--- config.mk ---
export PLATFORM = sky130hd
export DESIGN_NAME = time_param_store
export DESIGN_NICKNAME = d
export VERILOG_FILES = /design/src/rtl/time_param_pkg.sv /design/src/rtl/time_param_store.sv
export SDC_FILE = /design/constraint.sdc
export NUM_CORES = 1
export LEC_CHECK = 0
export ABC_AREA = 1
export CORE_ASPECT_RATIO = 0.9
export CORE_MARGIN = 2
export CORE_UTILIZATION = 49
export CTS_CLUSTER_DIAMETER = 100
export DETAILED_ROUTE_END_ITERATION = 10
export GPL_ROUTABILITY_DRIVEN = 0
export PLACE_DENSITY = 0.74
export SYNTH_ARGS = -nofsm -noshare
export SYNTH_HDL_FRONTEND = slang
export SYNTH_SLANG_ARGS = --single-unit
--- constraint.sdc ---
create_clock -name clock -period 1.4 [get_ports clock]
set_input_delay 0.21 -clock clock [delete_from_list [all_inputs] [get_ports clock]]
set_output_delay 0.21 -clock clock [all_outputs]
set_load 0.03 [all_outputs]
--- src/rtl/time_param_pkg.sv ---
// Shared selector codes, FSM encoding and default timing values
// for the alarm timing-parameter store.
package time_param_pkg;

  localparam logic [1:0] SEL_ARM       = 2'd0;
  localparam logic [1:0] SEL_DRIVER    = 2'd1;
  localparam logic [1:0] SEL_PASSENGER = 2'd2;
  localparam logic [1:0] SEL_ALARM     = 2'd3;

  localparam int DEFAULT_W         = 4;
  localparam int DEFAULT_ARM       = 6;
  localparam int DEFAULT_DRIVER    = 8;
  localparam int DEFAULT_PASSENGER = 14;
  localparam int DEFAULT_ALARM     = 10;
  localparam int DEFAULT_HOLD      = 16;

  typedef enum logic [2:0] {
    S_IDLE    = 3'd0,
    S_CHECK   = 3'd1,
    S_WRITE   = 3'd2,
    S_ERR     = 3'd3,
    S_HOLD    = 3'd4,
    S_RESTORE = 3'd5
  } state_t;

endpackage

--- src/rtl/time_param_store.sv ---
// Alarm timing-parameter register file with reprogram handshake.
// Optional TIME_PARAM_LOCK_EN blocks writes/restores while armed.
module time_param_store
  import time_param_pkg::*;
#(
  parameter int W             = DEFAULT_W,
  parameter int DEF_ARM       = DEFAULT_ARM,
  parameter int DEF_DRIVER    = DEFAULT_DRIVER,
  parameter int DEF_PASSENGER = DEFAULT_PASSENGER,
  parameter int DEF_ALARM     = DEFAULT_ALARM,
  parameter int HOLD_CYCLES   = DEFAULT_HOLD
) (
  input  logic         clock,
  input  logic         reset,
  input  logic [1:0]   prog_sel,
  input  logic [W-1:0] prog_value,
  input  logic         reprogram,
  input  logic         armed,
  input  logic [1:0]   rd_sel,
  output logic [W-1:0] rd_value,
  output logic         prog_ack,
  output logic         prog_err,
  output logic         restored
);

  localparam int CW = $clog2(HOLD_CYCLES) + 1;
  localparam logic [CW-1:0] CNT_LAST = CW'(HOLD_CYCLES - 1);

  state_t         r_state;
  state_t         w_next;
  logic           r_q;
  logic [1:0]     r_cap_sel;
  logic [W-1:0]   r_cap_val;
  logic [CW-1:0]  r_hold_cnt;
  logic [W-1:0]   r_params [4];
  logic           w_rise;
  logic           w_lock;

`ifdef TIME_PARAM_LOCK_EN
  assign w_lock = armed;
`else
  logic w_unused_armed;
  assign w_unused_armed = armed;
  assign w_lock = 1'b0;
`endif

  assign w_rise   = reprogram & ~r_q;
  assign rd_value = r_params[rd_sel];

  always_ff @(posedge clock or posedge reset) begin
    if (reset) r_state <= S_IDLE;
    else       r_state <= w_next;
  end

  always_comb begin
    w_next   = r_state;
    prog_ack = 1'b0;
    prog_err = 1'b0;
    restored = 1'b0;
    unique case (r_state)
      S_IDLE:    if (w_rise) w_next = S_CHECK;
      S_CHECK: begin
        if (r_cap_val == '0 || w_lock) w_next = S_ERR;
        else                           w_next = S_WRITE;
      end
      S_WRITE: begin
        prog_ack = 1'b1;
        w_next   = S_HOLD;
      end
      S_ERR: begin
        prog_err = 1'b1;
        w_next   = S_HOLD;
      end
      S_HOLD: begin
        if (!reprogram)
          w_next = S_IDLE;
        else if (r_hold_cnt == CNT_LAST && !w_lock)
          w_next = S_RESTORE;
      end
      S_RESTORE: begin
        restored = 1'b1;
        w_next   = S_HOLD;
      end
      default:   w_next = S_IDLE;
    endcase
  end

  always_ff @(posedge clock or posedge reset) begin
    if (reset) begin
      r_q         <= 1'b0;
      r_cap_sel   <= SEL_ARM;
      r_cap_val   <= '0;
      r_hold_cnt  <= '0;
      r_params[0] <= W'(DEF_ARM);
      r_params[1] <= W'(DEF_DRIVER);
      r_params[2] <= W'(DEF_PASSENGER);
      r_params[3] <= W'(DEF_ALARM);
    end else begin
      r_q <= reprogram;
      if (r_state == S_IDLE && w_rise) begin
        r_cap_sel <= prog_sel;
        r_cap_val <= prog_value;
      end
      case (r_state)
        S_WRITE: begin
          r_params[r_cap_sel] <= r_cap_val;
          r_hold_cnt          <= '0;
        end
        S_ERR:   r_hold_cnt <= '0;
        S_RESTORE: begin
          r_params[0] <= W'(DEF_ARM);
          r_params[1] <= W'(DEF_DRIVER);
          r_params[2] <= W'(DEF_PASSENGER);
          r_params[3] <= W'(DEF_ALARM);
          r_hold_cnt  <= '0;
        end
        // saturating count so a locked hold never wraps into a restore
        S_HOLD: begin
          if (reprogram && r_hold_cnt != '1)
            r_hold_cnt <= r_hold_cnt + 1'b1;
        end
        default: ;
      endcase
    end
  end

endmodule
-- Word level (Yosys, flattened, before mapping)
Index checks and enable logic that the tools add are counted.
- output and inout port bits: 7
- flip-flop bits (word level): 31
- multiplexer cells: 17
- add/sub/neg operators: 1
- bitwise gates (word level): 4
- equal/unequal tests: 10
- reductions and logical operators: 10
- order comparisons: 3
- operators by type and width (kind ; number):
    case mux 16 bit (2 select lines) ; 1
    bitwise mux 16 bit ; 1
    2-to-1 mux 4 bit ; 3
    case mux 3 bit (4 select lines) ; 1
    case mux 5 bit (2 select lines) ; 1
    2-to-1 mux 3 bit ; 3
    binary-select mux 4 bit (select 2 bit) ; 1
    demux 4 bit (select 2 bit) ; 1
    == test 3 x 2 -> 1 bit, second input constant ; 2
    == test 3 bit, second input constant ; 2
    >= comparator 3 bit, second input constant ; 2
    NOT 2 -> 3 bit ; 2
    adder 5 x 1 -> 5 bit, second input constant ; 1
    == test 5 x 4 -> 1 bit, second input constant ; 1
    2-to-1 mux 5 bit ; 1
    != test 5 bit, second input constant ; 1
    zero test 4 bit ; 1
    2-to-1 mux 1 bit ; 4
    != test 2 bit, second input constant ; 2
    AND reduction 2 bit ; 2
    nonzero test 2 bit ; 2
    == test 3 x 1 -> 1 bit, second input constant ; 1
    logical AND 1 bit ; 3
    zero test 3 bit ; 1
    other kinds (5) ; 5

-- Logic depth before layout (Yosys ltp)
- word-level depth: 7
- mapped depth: 8
- gate-level depth less buffers: 8

-- Worst setup path after synthesis
No wires, ideal clock.
- path kind: register -> output
- from: register r_params[11] in the netlist's numbering
- to: output port rd_value[3]
- data arrival time: 1262 ps
- cell stages (with the launch flop): 3
- path slack: -72 ps
- path through: dfstp_2 o21ai_0 o21ai_0
- cells in the longest elaborated chain, start to end: 3
- RTL lines (element ; line ; source):
    start: declaration ; time_param_store.sv:35 ; logic [W-1:0] r_params [4];
    start signal: indexed assignment ; time_param_store.sv:106 ; r_params[r_cap_sel] <= r_cap_val;
    binary-select mux 4 bit (select 2 bit) ; time_param_store.sv:48 ; assign rd_value = r_params[rd_sel];
    2-to-1 mux 4 bit (not written as such) (2 in series) ; time_param_store.sv:48 ;
    end: declaration ; time_param_store.sv:20 ; output logic [W-1:0] rd_value,
No other way between the ends. The select of a mux whose other input is x is not followed.

-- Final worst setup path
- from: register r_params[7] in the netlist's numbering
- to: output port rd_value[3]
Same word-level chain as after synthesis.

==> impl_metrics.toml <==
[run_status]
outcome = "finished with violations"
failed_checks = "setup timing"

[drt]
dr.pass1.iters = 4
drc_errors = 0
first_iter_violations = 52
totalWireLength_microns = 3740
vias = 1457
ant_nets = 0
via_per_inst = 5.02
wl_per_cell_microns = 12.9

[final_layout]
drive_gt1_share_pct = 32.7
nets = 262
area_delta_synth_final_pct = 36.8
diodes = 0
nFillCells = 245
instances_no_fill = 290

[logic_synthesis]
ys_ff_latch = 31
syn_area_sq_mm = 0.00158
synth.avg_cell_area_sq_um = 7.93
yosys_warnings = 0
ys_types = 23
syn_nets = 214
yosys.area.top_type_share_pct = 36.5
synthCells = 199
yosysTopAreaCell = "dfrtp_1"
synthTopCellsByArea = "dfrtp_1 36%, dfstp_2 13%, nand2_1 9.5%"
ys_seq_area_share_pct = 49.8

[clock_tree]
cts_hold_buf = 0
cts_buffers = 5
cts.path.max_buffers = 2
cts.sinks = 31
cts_tree = "built"
root_buffer = "clkbuf_4"
insertion_delay_ns = 0.34
htree_num_levels = 2
path_clk_slew_ns = 0.10

[place]
hpwlAfterDp_microns = 2320
placed_cells = 264
port_buffers = 17
dp_slack_ns = -0.259

[hold_path]
min_path_type = "input pin to asynchronous set/reset pin"

[timing]
hold_viol = 0
setup_viol = 4
fin_skew_ns = 0.00822
setup_ws_ns = -0.149
worst_pin_slew_ns = 0.248
setup-tns-final_ns = -0.378
finalCritPeriodShare_pct = 111
rsz0062_at_grt = "yes"
period_needed_ns = 1.55
maxSlewViolCount = 0
maxSlewHeadroom_pct = 83.4
fmax_mhz = 646
whs_ns = 0.202

[die]
num_rows = 19
io_pins = 19
coreArea_sq_mm = 0.00307
initial_core_util_pct = 51.5
die_area_sq_mm = 0.00369
die_y_microns = 57.9
die_x_microns = 63.8

[run]
drv_cap = 0

[pwr]
ir_drop_mv = 1.12
power_per_cell_area_mw_per_mm2 = 1890
cellLeakagePower_nw = 1.04
power.total_mw = 4.07

[setup_path]
startpoint_type = "flip-flop"
cp-startpoint = "r_params[7]"
critPathArrivalTime_ns = 1.34
critPathKind = "flip-flop to output port"
rr_worst_depth = 6
worstSetupEndpoint = "rd_value[3]"
r2r_slack_ns = 0.04
crit_fanout = 2
reg2reg_from = "r_state[1]"
crit_path_end_kind = "output port"
regToRegEndpoint = "r_cap_val[0]"
required_ns = 1.19

[global_routing]
grt-ovfl-total = 0
antenna_found_initial = 0
grt_start_max_net_pins = 32
grt_pass1_vias = 1304
grt_pass1_wl_microns = 5910
grt_use_total_pct = 21.4
logic make-up (layout without fill, tap and decap cells):
group,after synthesis,in the layout,synth area share [%]
DFF,31,31,49.8
and+or+nand+nor,96,96,26.9
AOI/OAI and AO/OA,38,38,13.1
adders and majority gates,3,3,2.38
buffers and inverters,31,80,7.92
synthesized netlist by cell type (all sizes together):
library cell  number
o21ai             26
o22ai              3
inv               28
nand3             11
a31oi              1
nand4              4
clkinv             1
nor3               4
ha                 3
buf                2
nand2             42
dfrtp             23
nor2              35
dfstp              8
a21oi              8
layer usage:
metal  GRT usage [%]  vias to the layer above  part of all wire [%]
met4            8.70                        0                   2.2
met1            30.1                      683                    46
met5               0                        -                     0
li1                -                      733                     -
met2            32.0                       36                    46
met3            5.44                        5                   5.4
state kept, by name, summed over array words and instances, names as in the netlist:
| signal | flops |
|---|---|
| r_q | 1 |
| r_cap_val | 4 |
| r_params | 16 |
| r_state | 3 |
| r_cap_sel | 2 |
| r_hold_cnt | 5 |
stage by stage:
stage | area [sq um] | util, %
CTS | 2060 | 67.2
detailed placement | 1840 | 60.0
global route | 2160 | 70.4
finish | 2160 | 70.4
global placement | 1840 | 60.0
floorplan | 1580 | -
critical path, cell delays in order, from the launching register on:
cell and delay [ns]:
dfstp_2 0.54, inv_2 0.04, a21oi_1 0.12, o21ai_1 0.08, o21ai_1 0.07, buf_4 0.17
power by group:
part           switching, mW  leakage, nW  internal (mW)
Sequential             0.278        0.371           1.31
Combinational           1.13        0.639          0.851
Clock                  0.307       0.0293          0.195
how the worst min path moves through the flow:
| stage | start | to | slack, ns | cells past startpoint |
|---|---|---|---|---|
| 2_1_floorplan | reprogram | r_q | 0.24 | 0 |
| 3_3_place_gp | r_params[12] | r_params[12] | 0.46 | 2 |
| 3_5_place_dp | r_params[13] | r_params[13] | 0.46 | 2 |
| 4_1_cts | reset | r_hold_cnt[2] | 0.21 | 3 |
| 5_1_grt | reset | r_hold_cnt[2] | 0.21 | 3 |
| 6_report | reset | r_hold_cnt[2] | 0.20 | 3 |
cells in the final DEF, fill, tap and decap left out, types with 2 or more instances in the layout:
cell and count:
a21oi_1 7, buf_4 25, buf_6 6, clkbuf_1 2, clkbuf_4 5, clkdlybuf4s50_1 8, clkinv_2 2, dfrtp_1 20
dfrtp_2 3, dfstp_2 8, inv_1 19, inv_2 7, inv_4 2, nand2_1 38, nand2_2 2, nand2_4 2
nand3_1 6, nand3_2 2, nand3_4 3, nand4_1 4, nor2_1 30, nor2_2 3, nor2_4 2, nor3_1 3
o21ai_0 13, o21ai_1 9, o21ai_2 2, o21ai_4 2, o22ai_1 3
area by class of cell:
type | instances | area, sq um | share of cell area (%)
flip-flops and latches | 31 | 790 | 36.6
multi-input cells | 137 | 772 | 35.7
repair buffers | 42 | 377 | 17.4
inverters | 29 | 115 | 5.33
well taps | 42 | 52.6 | 2.43
clock buffers | 7 | 45.0 | 2.09
clock inverters | 1 | 5.00 | 0.232
repair inverters | 1 | 3.75 | 0.174
timing repair:
action / CTS / global route
pin swaps: 9 / 10
buffers inserted: 10 / 7
cloned: 1 / 0
resized for setup: 33 / 11
endpoints found under the setup margin: 12 / 18
No activity file was read; power rests on OpenSTA's default activity.
